===== src/rtl/operand_fetch_if.sv =====
// operand_fetch_if: instruction, write-back and ALU-bundle signals of the operand-fetch stage
interface operand_fetch_if;
   logic        instr_valid;
   logic [31:0] instr;
   logic        instr_ready;
   logic        flush;
   logic        wb_en;
   logic [4:0]  wb_rd;
   logic [31:0] wb_data;
   logic        ex_valid;
   logic        ex_ready;
   logic [31:0] ex_in1;
   logic [31:0] ex_in2;
   logic [2:0]  ex_func3;
   logic        ex_opequal;
   logic [4:0]  ex_rd;
   logic        illegal;

   modport master (
      output instr_valid, instr, flush, wb_en, wb_rd, wb_data, ex_ready,
      input  instr_ready, ex_valid, ex_in1, ex_in2, ex_func3, ex_opequal, ex_rd, illegal
   );

   modport slave (
      input  instr_valid, instr, flush, wb_en, wb_rd, wb_data, ex_ready,
      output instr_ready, ex_valid, ex_in1, ex_in2, ex_func3, ex_opequal, ex_rd, illegal
   );
endinterface


===== src/rtl/operand_fetch.sv =====
// operand_fetch: RV32I OP/OP-IMM decode, register-file read with write-back bypass, registered ALU bundle
module operand_fetch #(
   parameter bit BYPASS_EN = 1'b1
) (
   input logic           clk,
   input logic           rst_n,
   operand_fetch_if.slave bus
);
   logic [31:0] rf_q [0:31];
   logic        ex_valid_q, illegal_q, opequal_q, use2_q;
   logic [31:0] in1_q, in2_q;
   logic [2:0]  func3_q;
   logic [4:0]  rd_q, rs1_q, rs2_q;
   logic [6:0]  opcode, f7;
   logic [2:0]  f3;
   logic [4:0]  rs1, rs2;
   logic        is_op, is_imm, shift_imm, legal_d, opequal_d, accept, load;
   logic [31:0] rv1, rv2, in2_d;

   // decode the offered instruction and read operands, forwarding a same-cycle write-back
   always_comb begin
      opcode    = bus.instr[6:0];
      f7        = bus.instr[31:25];
      f3        = bus.instr[14:12];
      rs1       = bus.instr[19:15];
      rs2       = bus.instr[24:20];
      is_op     = opcode == 7'b0110011;
      is_imm    = opcode == 7'b0010011;
      shift_imm = f3 == 3'b001 || f3 == 3'b101;
      legal_d   = is_op ? (f7 == 7'b0000000 || (f7 == 7'b0100000 && (f3 == 3'b000 || f3 == 3'b101))) :
                  is_imm ? (f3 == 3'b001 ? f7 == 7'b0000000 :
                            f3 == 3'b101 ? (f7 == 7'b0000000 || f7 == 7'b0100000) : 1'b1) : 1'b0;
      rv1       = rs1 == 5'd0 ? 32'd0 :
                  (BYPASS_EN && bus.wb_en && bus.wb_rd == rs1) ? bus.wb_data : rf_q[rs1];
      rv2       = rs2 == 5'd0 ? 32'd0 :
                  (BYPASS_EN && bus.wb_en && bus.wb_rd == rs2) ? bus.wb_data : rf_q[rs2];
      in2_d     = is_op ? rv2 : shift_imm ? {27'd0, rs2} : {{20{bus.instr[31]}}, bus.instr[31:20]};
      opequal_d = is_op ? bus.instr[30] : (f3 == 3'b101 && bus.instr[30]);
      accept    = bus.instr_valid && bus.instr_ready;
      load      = accept && legal_d;
   end

   // architectural register file; x0 is never written
   always_ff @(posedge clk or negedge rst_n)
      if (!rst_n)
         for (int i = 0; i < 32; i++) rf_q[i] <= '0;
      else if (bus.wb_en && bus.wb_rd != 5'd0)
         rf_q[bus.wb_rd] <= bus.wb_data;

   // single-entry output bundle: load, consume, flush, and refresh of stalled operands
   always_ff @(posedge clk or negedge rst_n)
      if (!rst_n) begin
         ex_valid_q <= 1'b0;
         illegal_q  <= 1'b0;
         in1_q      <= '0;
         in2_q      <= '0;
         func3_q    <= '0;
         opequal_q  <= 1'b0;
         rd_q       <= '0;
         rs1_q      <= '0;
         rs2_q      <= '0;
         use2_q     <= 1'b0;
      end else begin
         illegal_q <= accept && !legal_d;
         if (bus.flush)
            ex_valid_q <= 1'b0;
         else if (load) begin
            ex_valid_q <= 1'b1;
            in1_q      <= rv1;
            in2_q      <= in2_d;
            func3_q    <= f3;
            opequal_q  <= opequal_d;
            rd_q       <= bus.instr[11:7];
            rs1_q      <= rs1;
            rs2_q      <= rs2;
            use2_q     <= is_op;
         end else if (ex_valid_q && bus.ex_ready)
            ex_valid_q <= 1'b0;
         else if (ex_valid_q && BYPASS_EN && bus.wb_en && bus.wb_rd != 5'd0) begin
            if (bus.wb_rd == rs1_q) in1_q <= bus.wb_data;
            if (use2_q && bus.wb_rd == rs2_q) in2_q <= bus.wb_data;
         end
      end

   assign bus.instr_ready = !bus.flush && (!ex_valid_q || bus.ex_ready);
   assign bus.ex_valid    = ex_valid_q;
   assign bus.ex_in1      = in1_q;
   assign bus.ex_in2      = in2_q;
   assign bus.ex_func3    = func3_q;
   assign bus.ex_opequal  = opequal_q;
   assign bus.ex_rd       = rd_q;
   assign bus.illegal     = illegal_q;
endmodule


===== src/flat_wrapper.sv =====
// flat-port wrapper written by rule: the top's interface ports become plain ports
module operand_fetch_flat 
#(
   parameter bit BYPASS_EN = 1'b1
)
  (clk, rst_n, bus_instr_valid, bus_instr, bus_flush, bus_wb_en, bus_wb_rd, bus_wb_data, bus_ex_ready, bus_instr_ready, bus_ex_valid, bus_ex_in1, bus_ex_in2, bus_ex_func3, bus_ex_opequal, bus_ex_rd, bus_illegal);
  operand_fetch_if bus_i ();
  input logic clk;
  input logic rst_n;
  input wire logic [$bits(bus_i.instr_valid)-1:0] bus_instr_valid;
  input wire logic [$bits(bus_i.instr)-1:0] bus_instr;
  input wire logic [$bits(bus_i.flush)-1:0] bus_flush;
  input wire logic [$bits(bus_i.wb_en)-1:0] bus_wb_en;
  input wire logic [$bits(bus_i.wb_rd)-1:0] bus_wb_rd;
  input wire logic [$bits(bus_i.wb_data)-1:0] bus_wb_data;
  input wire logic [$bits(bus_i.ex_ready)-1:0] bus_ex_ready;
  output wire logic [$bits(bus_i.instr_ready)-1:0] bus_instr_ready;
  output wire logic [$bits(bus_i.ex_valid)-1:0] bus_ex_valid;
  output wire logic [$bits(bus_i.ex_in1)-1:0] bus_ex_in1;
  output wire logic [$bits(bus_i.ex_in2)-1:0] bus_ex_in2;
  output wire logic [$bits(bus_i.ex_func3)-1:0] bus_ex_func3;
  output wire logic [$bits(bus_i.ex_opequal)-1:0] bus_ex_opequal;
  output wire logic [$bits(bus_i.ex_rd)-1:0] bus_ex_rd;
  output wire logic [$bits(bus_i.illegal)-1:0] bus_illegal;
  assign bus_i.instr_valid = bus_instr_valid;
  assign bus_i.instr = bus_instr;
  assign bus_i.flush = bus_flush;
  assign bus_i.wb_en = bus_wb_en;
  assign bus_i.wb_rd = bus_wb_rd;
  assign bus_i.wb_data = bus_wb_data;
  assign bus_i.ex_ready = bus_ex_ready;
  assign bus_instr_ready = bus_i.instr_ready;
  assign bus_ex_valid = bus_i.ex_valid;
  assign bus_ex_in1 = bus_i.ex_in1;
  assign bus_ex_in2 = bus_i.ex_in2;
  assign bus_ex_func3 = bus_i.ex_func3;
  assign bus_ex_opequal = bus_i.ex_opequal;
  assign bus_ex_rd = bus_i.ex_rd;
  assign bus_illegal = bus_i.illegal;
  operand_fetch #(.BYPASS_EN(BYPASS_EN)) u_core (.clk(clk), .rst_n(rst_n), .bus(bus_i));
endmodule

===== config.mk =====
export PLATFORM = sky130hd
export DESIGN_NAME = operand_fetch_flat
export DESIGN_NICKNAME = d
export VERILOG_FILES = /design/src/rtl/operand_fetch_if.sv /design/src/rtl/operand_fetch.sv /design/src/flat_wrapper.sv
export SDC_FILE = /design/constraint.sdc
export NUM_CORES = 2
export LEC_CHECK = 0
export CORE_MARGIN = 2
export CORE_UTILIZATION = 50
export DETAILED_ROUTE_END_ITERATION = 8
export PLACE_DENSITY = 0.67
export SKIP_LAST_GASP = 1
export SLEW_MARGIN = 20
export SYNTH_ARGS = -nofsm -noshare
export SYNTH_HDL_FRONTEND = slang
export SYNTH_SLANG_ARGS = --single-unit

===== constraint.sdc =====
create_clock -name clk -period 5.6 [get_ports clk]
set_input_delay 0.84 -clock clk [delete_from_list [all_inputs] [get_ports clk]]
set_output_delay 0.84 -clock clk [all_outputs]
set_load 0.02 [all_outputs]

==> flow_metrics.env <==
export IMPL_viasPerCell=6.82
export IMPL_ctsHoldBuffers=0
export IMPL_initial_core_util=0.504
export IMPL_antenna_found_initial=7
export IMPL_peakVddDrop_mv=0.257
export IMPL_setup_viol=0
export IMPL_num_vias=38300
export IMPL_maxSlewHeadroom=0.183
export IMPL_synthesis_area_sq_um=58500
export IMPL_reg2regPathDepth=9
export IMPL_ant_nets=0
export IMPL_cellPowerDensity_nw_per_um2=354
export IMPL_cpPeakStageDelay_ps=940
export IMPL_clock_path_buffers=3
export IMPL_critPathRequiredTime_ps=6210
export IMPL_routed_wl_microns=182000
export IMPL_area_growth_synth_to_final_pct=12.6
export IMPL_fin_crit_sh=0.667
export IMPL_avgSynthCellArea_sq_um=14.5
export IMPL_die_x_microns=346
export IMPL_layout_nets=4054
export IMPL_core_sq_um=116000
export IMPL_port_buffers=150
export IMPL_drt_iter0_drc=4033
export IMPL_ys_warn_count=0
export IMPL_hold_viol_final=0
export IMPL_drv_cap=0
export IMPL_htreeDepth=3
export IMPL_synthCells=4028
export IMPL_arrival_ps=4340
export IMPL_cts_setup_buffers=0
export IMPL_leakagePower_uw=0.0283
export IMPL_synth_edf_count=0
export IMPL_status="completed"
export IMPL_grt_setup_unrepaired="no"
export IMPL_clkSlewWorstSetupHoldPaths_ps=60
export IMPL_crit_chain="clkdlybuf4s50_1 > nand2b_1 > nor3b_1 > nand2_2 > buf_4 > mux2_2"
export IMPL_dpl_hpwl_microns=102000
export IMPL_setup_tns_ps=0
export IMPL_synth_nets=4103
export IMPL_critPathSlowestCell="nand2_2"
export IMPL_min_path_type="in2async"
export IMPL_pin_count=151
export IMPL_ys_async_sr_fraction=1.00
export IMPL_cp_max_fo=24
export IMPL_start_kind="input port"
export IMPL_fmax_mhz=268
export IMPL_worstSkewPairLatency_ps=730
export IMPL_worst_slew_pin_slew_ps=1220
export IMPL_die_area_sq_um=120000
export IMPL_period_needed_ps=3730
export IMPL_die_y_microns=346
export IMPL_drc=0
export IMPL_slew_viol_final=0
export IMPL_rrSetupSlack_ps=2530
export IMPL_cts_tree="done"
export IMPL_grt_total_usage=0.305
export IMPL_endpoint_kind="flop"
export IMPL_clock_sinks=1110
export IMPL_ys_types=60
export IMPL_post_cts_resize_count=0
export IMPL_synth_seq_area_share=0.474
export IMPL_num_rows=125
export IMPL_clockRootBuffer="clkbuf_16"
export IMPL_grt_pass1_vias=38700
export IMPL_grt_max_degree=154
export IMPL_clock_skew_ps=30.3
export IMPL_ys_ff_latch=1110
export IMPL_drt_pass1_iterations=6
export IMPL_layout_drive_gt1_share=0.469
export IMPL_path_class="in2reg"
export IMPL_grt_ovfl_total=0
export IMPL_routedWlPerCell_microns=32.4
export IMPL_routabilityCongestion=0.823
export IMPL_yosys_most_used_dff="dfrtp_1"
export IMPL_grt_pass1_wl_microns=270000
export IMPL_power_uw=23400
export IMPL_numCtsBuffers=119
-- final cells by class --
class | count | area [sq um]
tap | 1524 | 1910
sequential | 1110 | 27800
fill | 9190 | 50300
antenna | 3 | 7.51
multi-input combinational | 2463 | 29200
clock inverter | 51 | 752
timing repair buffer | 282 | 2800
clock buffer | 170 | 3460
inverter | 3 | 11.3
-- routing by layer --
layer	global-route usage	vias up	routed length [microns]
met1	0.421	20700	73700
li1	-	15400	-
met4	0.115	6	7400
met3	0.0602	380	14500
met5	0	-	38
met2	0.484	1733	86200
-- placed cells by master (no fill, tap or decap), drive strengths merged, types with 93 or more instances in the layout --
| cell type | synthesis | final |
|---|---|---|
| clkdlybuf4s50 | 0 | 133 |
| mux2i | 121 | 121 |
| nand2 | 170 | 170 |
| a21oi | 93 | 93 |
| mux4 | 509 | 509 |
| nor2 | 99 | 99 |
| buf | 158 | 149 |
| mux2 | 1001 | 1001 |
| clkbuf | 294 | 170 |
| dfrtp | 1110 | 1110 |
-- critical path, delay by kind of cell --
| family | cells | cell delay, ps |
|---|---|---|
| buf+inv | 2 | 1140 |
| simple gates | 3 | 2030 |
| mux | 1 | 280 |
-- logic make-up (layout without fill, tap and decap cells) --
kind of cell | after synthesis | count (layout) | synth area share
other | 0 | 3 | 0
flip-flops | 1110 | 1110 | 0.474
multiplexers | 1631 | 1631 | 0.409
AO/OA/AOI/OAI | 433 | 433 | 0.0520
XOR/XNOR | 20 | 20 | 0.00299
buffers and inverters | 455 | 506 | 0.0319
AND/OR/NAND/NOR | 379 | 379 | 0.0297
-- worst paths after layout --
check                               startpoint                     to
min reg2reg                  u_core.rf_q[1010]      u_core.rf_q[1010]
max                               bus_wb_rd[2]       u_core.rf_q[477]
max in group asynchronous                rst_n    u_core.bus.ex_rd[3]
max reg2reg                u_core.bus.ex_valid  u_core.bus.ex_in1[19]
min in group clk             u_core.rf_q[1010]      u_core.rf_q[1010]
min                                      rst_n       u_core.rf_q[516]
-- power by group --
part           internal [uW]  switching, uW  leakage [uW]  total [uW]
Clock                   5070           3400       0.00207        8470
Combinational           2690           1680        0.0119        4370
Sequential              9450           1060        0.0143       10500
Total                  17200           6140        0.0283       23400
-- sequential cells by signal, indices dropped and copies added, names as in the netlist --
| signal | cells |
|---|---|
| u_core.rf_q | 1024 |
| u_core.bus.ex_in1 | 32 |
| u_core.bus.ex_in2 | 32 |
| u_core.bus.ex_rd | 5 |
| u_core.rs1_q | 5 |
| u_core.rs2_q | 5 |
| u_core.bus.ex_func3 | 3 |
| u_core.bus.ex_opequal | 1 |
| u_core.bus.ex_valid | 1 |
| u_core.bus.illegal | 1 |
| u_core.use2_q | 1 |
-- stage by stage --
stage                      util  std cells  hold slack [ps]  cell area (sq um)  setup slack, ps
after global routing      0.567       5604              150              65900             1820
after floorplan               -       4028              441              58500             2450
after CTS                 0.568       5603              133              66000             1980
after detailed placement  0.531       5382              383              61700             1210
final                     0.567       5606              101              65900             1870
after global placement    0.531       5382              377              61800             1320
-- cell usage after synthesis (28+ instances only) --
library cell     n  area share
mux2_2         995        0.19
a22oi_1         64      0.0082
a211oi_1        28      0.0036
nand2_1        170       0.011
a22o_1          54      0.0081
buf_2           84      0.0072
o21ai_0         55      0.0047
clkbuf_1       294       0.019
a21oi_1         92      0.0079
mux2i_1        121       0.021
nor2b_1         32      0.0034
nor2_1          98      0.0063
dfrtp_1       1110        0.47
mux4_2         509        0.20
buf_1           62      0.0040
Power figures use the tool's default switching activity.
